===== config.mk =====
export PLATFORM = sky130hd
export DESIGN_NAME = program_loader
export DESIGN_NICKNAME = d
export VERILOG_FILES = /design/src/rtl/program_loader.sv
export SDC_FILE = /design/constraint.sdc
export NUM_CORES = 1
export LEC_CHECK = 0
export BUFFER_PORTS_ARGS = -buffer_cell sky130_fd_sc_hd__buf_4
export CORE_UTILIZATION = 60
export CTS_CLUSTER_SIZE = 8
export DETAILED_ROUTE_END_ITERATION = 6
export GPL_ROUTABILITY_DRIVEN = 0
export MAX_ROUTING_LAYER = met4
export PLACE_DENSITY = 0.8
export SETUP_SLACK_MARGIN = 0.5
export SYNTH_ARGS = -nofsm -noshare
export SYNTH_HDL_FRONTEND = slang
export SYNTH_SLANG_ARGS = --single-unit

===== constraint.sdc =====
create_clock -name CLK -period 3.55 [get_ports CLK]
set_clock_uncertainty 0.2 [all_clocks]
set_input_delay 0.1775 -clock CLK [delete_from_list [all_inputs] [get_ports CLK]]
set_output_delay 0.1775 -clock CLK [all_outputs]
set_load 0.005 [all_outputs]

===== src/rtl/program_loader.sv =====
// Program loader: receives a program byte stream over valid/ready and writes it
// into a 16x8 instruction RAM. A trailing XOR checksum byte is then verified.
// Only after a successful check does the fetch side see the RAM contents.
// Before that it reads all-zero instructions.
module program_loader #(
  parameter int DEPTH   = 15,
  parameter int TIMEOUT = 1000
) (
  input  logic       CLK,
  input  logic       RESET,
  input  logic       start,
  input  logic [7:0] in_data,
  input  logic       in_valid,
  output logic       in_ready,
  input  logic [3:0] rd_addr,
  output logic [7:0] rd_data,
  output logic       loaded,
  output logic       busy,
  output logic       error,
  output logic [3:0] wr_count
);

  typedef enum logic [2:0] {
    S_IDLE,
    S_LOAD,
    S_CHECK,
    S_DONE,
    S_ERROR
  } state_t;

  localparam logic [3:0]  LAST_PTR  = 4'(DEPTH - 1);
  localparam logic [4:0]  DEPTH_W   = 5'(DEPTH);
  localparam logic [15:0] STALL_MAX = 16'(TIMEOUT - 1);

  state_t      state;
  state_t      next_state;
  logic [3:0]  wr_ptr;
  logic [7:0]  xor_acc;
  logic [15:0] stall_cnt;
  logic        xfer;
  logic        wr_en;
  logic        enter_load;
  logic [7:0]  mem [0:15];

  // Byte count reported to the outside never exceeds the program length.
  function automatic logic [3:0] sat_count(input logic [3:0] ptr);
    if ({1'b0, ptr} > DEPTH_W) sat_count = DEPTH_W[3:0];
    else                       sat_count = ptr;
  endfunction

  assign busy     = (state == S_LOAD) || (state == S_CHECK);
  assign in_ready = busy;
  assign loaded   = (state == S_DONE);
  assign error    = (state == S_ERROR);
  assign xfer     = in_valid & in_ready;
  assign wr_count = sat_count(wr_ptr);

  // The RAM is exposed only once a program has been verified.
  assign rd_data = (loaded && ({1'b0, rd_addr} < DEPTH_W)) ? mem[rd_addr] : 8'h00;

  // Next-state decode: byte acceptance, checksum verdict and stall timeout.
  always_comb begin
    next_state = state;
    enter_load = 1'b0;
    wr_en      = 1'b0;
    case (state)
      S_IDLE, S_DONE, S_ERROR: begin
        if (start) begin
          next_state = S_LOAD;
          enter_load = 1'b1;
        end
      end
      S_LOAD: begin
        if (xfer) begin
          wr_en = 1'b1;
          if (wr_ptr == LAST_PTR) next_state = S_CHECK;
        end else if (stall_cnt == STALL_MAX) begin
          next_state = S_ERROR;
        end
      end
      S_CHECK: begin
        if (xfer) begin
          next_state = (in_data == xor_acc) ? S_DONE : S_ERROR;
        end else if (stall_cnt == STALL_MAX) begin
          next_state = S_ERROR;
        end
      end
      default: next_state = S_IDLE;
    endcase
  end

  // State register plus write pointer, running checksum and stall counter.
  always_ff @(posedge CLK) begin
    if (RESET) begin
      state     <= S_IDLE;
      wr_ptr    <= 4'd0;
      xor_acc   <= 8'd0;
      stall_cnt <= 16'd0;
    end else begin
      state <= next_state;
      if (enter_load) begin
        wr_ptr    <= 4'd0;
        xor_acc   <= 8'd0;
        stall_cnt <= 16'd0;
      end else if (busy) begin
        if (xfer) stall_cnt <= 16'd0;
        else      stall_cnt <= stall_cnt + 16'd1;
        if (wr_en) begin
          wr_ptr  <= wr_ptr + 4'd1;
          xor_acc <= xor_acc ^ in_data;
        end
      end
    end
  end

  // Instruction RAM write port; contents survive reset.
  always_ff @(posedge CLK) begin
    if (wr_en) mem[wr_ptr] <= in_data;
  end

endmodule


==> results.md <==
* Die ar. at 0.01138 sq mm
* Setup TNS Final at 0 ns
* Setup Viol. Count Final at 0
* Hold WC Path Type: register to register
* H-tree depth at 4
* Yosys cell types at 43
* Top-count cell post-synth: edfxtp_1
* Cells after Synth at 419
* Clock root buffer: clkbuf_8
* First-pass GRT wire length at 20,340 microns
* Routed Wire Length at 13,040 microns
* Commonest cells post-synth: 128 x edfxtp_1, 35 x nor2_1, 32 x mux4_2, 31 x dfxtp_1, 20 x xor2_1
* DRC errors left at 0
* Post-Synthesis Cell Area at 0.006576 sq mm
* Pint at 3.306 mW
* Critical Path RT at 3.17 ns
* PwrDens at 536.1 mW/mm^2
* Finished Layout Cells at 610
* CP Cell Sequence: and3b_1 > nand3_1 > o22ai_1 > buf_4
* CP Launch Type: register
* Rel. slew slack at 46.42%
* CP max stage cell: and3b_1
* GRT met3 Usage at 4.924%
* ANT nets after route at 0
* DR WL/cell at 21.37 microns
* IO Pins at 32
* Initial Util at 62.86%
* Post-CTS setup buffers at 0
* GR Overflow Total at 0
* Die height at 106.7 microns
* Part of the power in combinational logic at 5.0%
* Final Max Slew Viols at 0
* TritonCTS clock tree: yes
* Total CTS buffers at 17
* Peak supply drop at 0.3490 mV
* Leakage Power at 2.558 nW
* Outcome: finished, final reports clean
* Initial antenna violation count at 0
* F_max at 379.2 MHz
* Clk buf depth at 2
* Largest net degree at the start of global routing at 34
* Startpoint of the worst setup timing path: state[2]
* Gr usage total at 25.73%
* Kind of cell adding the most delay to the critical path: simple AND/OR/NAND/NOR gates
* Iter 0 DRT Violations at 395
* Clk pwr share at 45.5%
* M2 GR Usage at 39.49%
* GR peak layer: met2
* Diode count at 0
* Post-Syn Nets at 440
* Worst-Margin Slew at 0.8007 ns
* Slowest cell delay on critical path at 0.50 ns
* Post-synth ARST share at 0%
* Period minus WS final at 2.637 ns
* 1st-pass router iterations at 5
* Synth warn at 0
* Worst hold slack at 0.3116 ns
* Max-cap viol count at 0
* Area leader, netlist: edfxtp_1
* Critical path type: register to primary output
* Post-CTS sizing at 0
* Number of buffers added on ports at 31
* # clock sinks at 159
* Flop pwr share at 49.5%
* Hold_sp: stall_cnt[1]
* Inst Count DP at 565
* Switching Power at 0.7981 mW
* Register area share after synthesis at 67.88%
* Vias in the first global route at 3,621
* Vias per Instance at 6.120
* CP Buf/Inv Count at 1
* Worst EP arrival at 2.26 ns
* Die width at 106.7 microns
* Area Overhead vs Synth at 16.40%
* Peak fanout along the critical path at 16
* Clock transition at path regs at 0.06 ns
* RR Startpoint: state[2]
* Final Hold Violating Endpoints at 0
* Clk_lat worst skew at 0.52 ns
* Total vias in the final route at 3,733
* Final nets at 482
* Prevailing post-synth register cell: edfxtp_1
* Tcrit/Tclk final at 74.29%
* Sw Ratio at 19.45%
* Num rows at 37
* Met1 Use GR at 35.63%
* Post-DP HPWL at 8196 microns
* Number of flops mapped to enable cells by yosys at 128
* Synth top area cells: edfxtp_1 58%, mux4_2 11%, dfxtp_1 9.4%, xor2_1 2.7%, mux2i_1 2.4%
* Core Box Area at 0.01046 sq mm
* Fraction of layout cells with a size suffix above 1 at 20.68%
* Synthesized flop and latch total at 159
* Worst setup EP type: primary output
* Unrepaired setup endpoints after global routing: false
* Mapped Avg Cell Area at 15.70 sq um
* Area share of the leading cell type in the synthesized netlist at 58.45%
-- stage by stage --
| stage | total power [mW] | area, sq um | worst slack (ns) | utilization, % |
|---|---|---|---|---|
| 6_report | 4.104 | 7655 | 0.9128 | 73.16 |
| 5_1_grt | 4.214 | 7655 | 0.8325 | 73.16 |
| 4_1_cts | 4.132 | 7655 | 0.9600 | 73.16 |
| 3_5_place_dp | 2.265 | 6903 | 1.073 | 65.98 |
| 3_3_place_gp | 2.258 | 6903 | 1.196 | 65.98 |
| 2_1_floorplan | 2.193 | 6576 | 1.005 | - |
-- path summary, 6_finish.rpt --
| check | to | slack, ns | depth (start not counted) |
|---|---|---|---|
| setup / recovery | rd_data[4] | 0.91 | 4 |
| hold / removal | stall_cnt[1] | 0.31 | 2 |
| setup reg to reg | state[0] | 0.91 | 5 |
| hold reg to reg | stall_cnt[1] | 0.31 | 2 |
-- logic make-up (layout without fill, tap and decap cells) --
logic type | Yosys count | after routing | synth area share (%)
compound gates | 41 | 41 | 3.882
fa+ha+maj | 5 | 5 | 0.9513
buf+inv | 32 | 87 | 2.017
simple gates | 107 | 107 | 8.277
flops | 159 | 159 | 67.88
xor+xnor | 27 | 27 | 3.596
mux | 48 | 48 | 13.39
-- layout by cell type, fill, tap and decap left out, drive strengths merged, types with 6 or more instances in the layout --
cell type | synthesis | final
a21oi | 14 | 14
buf | 12 | 35
clkbuf | 13 | 22
dfxtp | 31 | 31
dlygate4sd3 | 0 | 13
edfxtp | 128 | 128
inv | 7 | 7
mux2i | 16 | 16
mux4 | 32 | 32
nand2 | 19 | 19
nand3 | 8 | 8
nand4 | 6 | 6
nor2 | 35 | 35
nor3 | 6 | 6
nor4 | 7 | 7
o21ai | 6 | 6
o22ai | 9 | 9
xnor2 | 7 | 7
xor2 | 20 | 20
-- repair_timing --
action	4_1_cts	5_1_grt
hold buffers	13	0
hold endpoints to repair	141	0
setup endpoints to repair	0	0
-- cell type report --
class	count	area, sq um
Inverter	7	26.28
Multi-Input combinational cell	228	1979
Timing Repair Buffer	48	392.9
Tap cell	136	170.2
Clock buffer	22	462.9
Clock inverter	10	158.9
Fill cell	661	2808
Sequential cell	159	4464
-- metal layers --
metal / wire (microns) / part of all wire, %
met1: 5705 / 44
met2: 6503 / 50
met3: 714 / 5.5
met4: 114 / 0.87
met5: 0 / 0
-- state kept, by name (all words and copies together), names as in the netlist --
| name | cells |
|---|---|
| mem | 128 |
| stall_cnt | 16 |
| state | 3 |
| wr_count | 4 |
| xor_acc | 8 |
-- power by group through the flow --
stage / sequential (mW) / clock, mW / combinational (mW)
detailed placement: 2.07 / 0 / 0.195
CTS: 2.03 / 1.89 / 0.207
global route: 2.03 / 1.96 / 0.222
global placement: 2.07 / 0 / 0.188
floorplan: 2.07 / 0 / 0.126
finish: 2.03 / 1.87 / 0.205
-- tightest hold or removal path, cell delays in order (launching register included) --
cell and delay (ns):
dfxtp_1 0.32, o21ai_0 0.08, a21oi_1 0.06
Note: power is estimated with default switching activity, not from simulation.
